[src/rtl/pc_pipe_buffer.sv]
`timescale 1ns/1ps
`default_nettype none
// ============================================================================
//  Module      : pc_pipe_buffer
//  Description : Elastic pipeline buffer for PC/instruction words between CPU
//                stages. DEPTH register stages with per-stage valid bits,
//                valid/ready flow control, flush, and bubble collapsing.
//  Ports       : clk, rst (sync, active-high), flush
//                in_valid/in_data/in_ready    - upstream handshake
//                out_valid/out_data/out_ready - downstream handshake
//                occupancy                    - number of valid stages
//  Revision    : 1.0  initial release
// ============================================================================
module pc_pipe_buffer #(
    parameter int               WIDTH        = 32,
    parameter int               DEPTH        = 2,
    parameter logic [WIDTH-1:0] RESET_VAL    = '0,
    parameter int               CAPTURE_EDGE = 1
) (
    input  logic                       clk,
    input  logic                       rst,
    input  logic                       flush,
    input  logic                       in_valid,
    input  logic [WIDTH-1:0]           in_data,
    output logic                       in_ready,
    output logic                       out_valid,
    output logic [WIDTH-1:0]           out_data,
    input  logic                       out_ready,
    output logic [$clog2(DEPTH+1)-1:0] occupancy
);

    localparam int c_OCC_W = $clog2(DEPTH+1);

    // Stage 0 is the input side, stage DEPTH-1 drives the outputs.
    logic [DEPTH-1:0]   r_v;
    logic [WIDTH-1:0]   r_d [DEPTH];
    logic [c_OCC_W-1:0] r_occ;

    logic [DEPTH-1:0]   w_mv;
    logic               w_free0;
    logic               w_take;
    logic [DEPTH-1:0]   w_v_nxt;
    logic [WIDTH-1:0]   w_d_nxt [DEPTH];
    logic [c_OCC_W-1:0] w_occ_nxt;

    // Ready ripples from the output back to the input: a stage can move
    // forward if the stage ahead is empty or is itself moving. Walking from
    // the output side inside one process keeps the chain free of
    // cross-process bit loops.
    always_comb begin : p_advance
        logic w_free_dn;
        w_mv      = '0;
        w_free_dn = out_ready;
        for (int i = DEPTH-1; i >= 0; i--) begin
            w_mv[i]   = r_v[i] & w_free_dn;
            w_free_dn = !r_v[i] | w_mv[i];
        end
        w_free0 = w_free_dn;
    end

    assign in_ready = w_free0 & ~flush;
    assign w_take   = in_valid & in_ready;

    always_comb begin : p_next
        w_v_nxt   = r_v;
        w_d_nxt   = r_d;
        w_occ_nxt = '0;
        if (flush) begin
            w_v_nxt = '0;
            w_d_nxt = '{default: RESET_VAL};
        end else begin
            // Emptying first; a refill on the same edge overrides it.
            for (int i = 0; i < DEPTH; i++) begin
                if (w_mv[i]) begin
                    w_v_nxt[i] = 1'b0;
                end
            end
            for (int i = 1; i < DEPTH; i++) begin
                if (w_mv[i-1]) begin
                    w_v_nxt[i] = 1'b1;
                    w_d_nxt[i] = r_d[i-1];
                end
            end
            if (w_take) begin
                w_v_nxt[0] = 1'b1;
                w_d_nxt[0] = in_data;
            end
        end
        for (int i = 0; i < DEPTH; i++) begin
            w_occ_nxt = w_occ_nxt + c_OCC_W'(w_v_nxt[i]);
        end
    end

    // Only one edge flavour is elaborated; both share the same next state.
    generate
        if (CAPTURE_EDGE != 0) begin : g_negedge
            always_ff @(negedge clk) begin
                if (rst) begin
                    r_v   <= '0;
                    r_d   <= '{default: RESET_VAL};
                    r_occ <= '0;
                end else begin
                    r_v   <= w_v_nxt;
                    r_d   <= w_d_nxt;
                    r_occ <= w_occ_nxt;
                end
            end
        end else begin : g_posedge
            always_ff @(posedge clk) begin
                if (rst) begin
                    r_v   <= '0;
                    r_d   <= '{default: RESET_VAL};
                    r_occ <= '0;
                end else begin
                    r_v   <= w_v_nxt;
                    r_d   <= w_d_nxt;
                    r_occ <= w_occ_nxt;
                end
            end
        end
    endgenerate

    assign out_valid = r_v[DEPTH-1];
    assign out_data  = r_d[DEPTH-1];
    assign occupancy = r_occ;

endmodule
`default_nettype wire
[config.mk]
export PLATFORM = sky130hd
export DESIGN_NAME = pc_pipe_buffer
export DESIGN_NICKNAME = d
export VERILOG_FILES = /design/src/rtl/pc_pipe_buffer.sv
export SDC_FILE = /design/constraint.sdc
export NUM_CORES = 1
export LEC_CHECK = 0
export BUFFER_PORTS_ARGS = -buffer_cell sky130_fd_sc_hd__buf_2
export CORE_UTILIZATION = 40
export DETAILED_ROUTE_END_ITERATION = 10
export SYNTH_ARGS = -nofsm -noshare
export SYNTH_HDL_FRONTEND = slang
export SYNTH_SLANG_ARGS = --single-unit
[constraint.sdc]
create_clock -name clk -period 1.4 [get_ports clk]
set_input_delay 0.28 -clock clk [delete_from_list [all_inputs] [get_ports clk]]
set_output_delay 0.28 -clock clk [all_outputs]
set_load 0.1 [all_outputs]
==> results by group <==
Run status
  • Status: finished, violations left
  • Failing checks: negative setup slack

Timing
  • Slew Limit Fails: 0
  • Unrepaired setup endpoints after global routing: yes
  • Slew @ Worst Pin: between 0.5 and 0.6 ns
  • Setup TNS: -34.92 ns
  • Rel. slew slack: 66.5%
  • Final hold violation count: 0
  • Setup-failing EPs final: 103
  • Final setup skew: 0.0396 ns
  • Setup WS post-layout: -0.891 ns

Clock tree
  • Root Driver: clkbuf_8
  • Num CTS Buffers: 9
  • CTS max path bufs: 2
  • Worst skew pair latency: 0.42 ns
  • TritonCTS sink count: 68
  • CTS tree: yes
  • Worst-path clk slew: approximately 0.04 ns
  • H-tree depth: 3

Place
  • Port bufs: between 70 and 80
  • GPL Wtd Cong: 0.802
  • Post-DP HPWL: 5020 microns
  • Placed cell area: 0.00409 sq mm
  • Pre-CTS setup slack: -0.621 ns

Synth
  • Top FF cell, synth: dfxtp_1
  • Asr flop ratio synth: 0%
  • Most common cell in the netlist: dfxtp_1
  • Mapped Nets: 390
  • Seq cells post-synth: 68
  • Post-synth EDFFs: 0
  • Area share of the leading cell type in the synthesized netlist: 45.3%
  • Top cells by area, synth: dfxtp_1 (45%), buf_4 (8.0%), o311ai_1 (7.6%)
  • Yosys cell types: 23
  • Mapped cell area: 0.00301 sq mm
  • Post-synthesis cell count: 352
  • Synth area leader: dfxtp_1
  • Synth Area per Inst: 8.55 sq um
  • Sequential share of the synthesized area: 45.3%
  • YS warnings: 0

Setup path
  • CP max stage cell: dfxtp_2
  • Top delay family on crit path: flip-flops
  • Reg2reg start: r_v[0]
  • Worst Path Buf+Inv: 2
  • Setup crit start: r_v[0]
  • Max incr delay on CP: 0.32 ns
  • Nature of the critical path endpoint: output pin
  • Setup crit start kind: register
  • Crit Path Category: register to output pin
  • Worst path cell trace: and3b_2 > buf_6 > nor2_4 > buf_12
  • Critical path required time: 1.12 ns
  • Critical path arrival: 2.01 ns
  • Worst-path fanout max: 2

Pwr
  • Logic pwr share: around a tenth
  • NetSw: around 1800 uW
  • Final total power: 5140 uW
  • Share of power burned in registers: 38.5%
  • Switch share: 34.3%
  • Int Pwr: 3380 uW
  • Clk pwr share: a little over half
  • Pwr per Cell Area: 902 mW/mm^2
  • VDD IR-drop max: 0.604 mV
  • Lkg Pwr: between 0.002 and 0.0025 uW

Global route
  • Remaining Overflow, GRT: 0
  • Vias in the first global route: 3,417
  • Initial antenna violation count: 0
  • Largest net degree at the start of global routing: 36
  • First-pass GRT wire length: 16,100 microns
  • Global-route usage over all layers: 27.2%

Floorplanning
  • Cell Rows: 31
  • Die X-Extent: 88.7 microns
  • Die ar.: 0.00787 sq mm
  • Core Region: 0.00725 sq mm
  • Die Y: 88.7 microns
  • # IOs: between 70 and 80
  • Starting density of the core: around two fifths

Route
  • Iteration-0 DRC Markers: 235
  • Top sig layer: met4
  • DRT antenna net count: 0
  • Routed wl met2: between 5000 and 6000 microns
  • # DRC: 0
  • Final WL: 11,800 microns
  • Number of vias per cell: just under 6
  • First-pass iteration count of the detailed router: 5
  • Met3 WL post-DR: 867 microns
  • Vias: roughly 3,500
  • WL/cell: 20.0 microns
  • Routed met1 length: 4570 microns

Finish
  • Layout cells sized above 1: 58.8%
  • Antenna Cells: 0
  • Layout Area Growth over Synthesis: 89.4%
  • # fillers: around 400
  • Total Nets Final: 523
  • Fin area: 0.00570 sq mm

Hold path
  • Type of the most critical hold path: register to register
  • Hold Startpoint: r_d[37]

Flow run
  • Max_cap viols: 0
==> cells in the final DEF (no fill, tap or decap), drive strengths merged <==
master	n
a21oi	32
and2b	1
and3b	1
buf	125
bufinv	2
clkbuf	11
clkinv	2
clkinvlp	1
dfxtp	68
ha	1
inv	72
nand2	32
nand2b	1
nand3	32
nand3b	1
nand4	32
nor2	8
nor2b	3
o21ai	32
o311ai	32
or2	1
==> metal layers <==
metal / vias to the layer above / global-route usage, %
li1: 1539 / -
met1: 1662 / 32.5
met2: 208 / 42.2
met3: 51 / 8.77
met4: 0 / 17.0
met5: - / 0
==> path summary, 6_finish.rpt <==
path	cells after the start	to	slack, ns
worst max register to register	5	out_data[18]	-0.19
worst max-delay path	4	in_ready	-0.89
worst min-delay path	2	r_d[37]	0.46
worst min register to register	2	r_d[37]	0.46
==> layout make-up <==
type	count	area, sq um	share of cell area [%]
well taps	99	124	2.17
inverters	2	7.51	0.132
flip-flops and latches	68	1440	25.3
repair buffers	127	1660	29.2
clock inverters	75	345	6.06
multi-input cells	209	2000	35.0
clock buffers	9	124	2.17
==> worst min-delay path: cells and delay by family (launching register included) <==
family             cells  cell delay (ns)
DFF                    1             0.30
AOI/OAI and AO/OA      1             0.06
and+or+nand+nor        1             0.05
==> sequential cells by signal (all words and copies together) (netlist names) <==
signal     cells
occupancy      2
out_data      32
r_d           32
r_v            2
==> timing repair <==
item / CTS / global route
gates cloned: 6 / 3
gates resized for setup: 116 / 60
buffers inserted: 8 / 15
hold buffers: 0 / 0
setup endpoints to repair: 104 / 103
pin swaps: 21 / 30
==> cell families after synthesis <==
group,count (synthesis),share of synthesized area [%]
and+or+nand+nor,112,18.9
AOI/OAI and AO/OA,96,20.5
buffers and inverters,75,15.0
DFF,68,45.3
adders and majority gates,1,0.416
==> power groups by stage <==
stage	clock network, uW	logic [uW]	registers, uW
after global placement	299	357	2010
after CTS	2570	433	1990
after detailed placement	299	360	2010
after global routing	2960	510	1980
after floorplan	299	197	2030
final	2670	488	1980
==> through the flow <==
| step | std cells | utilization, % | hold slack, ns |
|---|---|---|---|
| finish | 589 | 78.5 | 0.462 |
| global route | 589 | 78.5 | 0.479 |
| CTS | 574 | 72.3 | 0.449 |
| detailed placement | 477 | 56.3 | 0.453 |
| global placement | 477 | 56.3 | 0.446 |
| floorplan | 352 | - | 0.436 |
(Power assumes the default switching activity.)
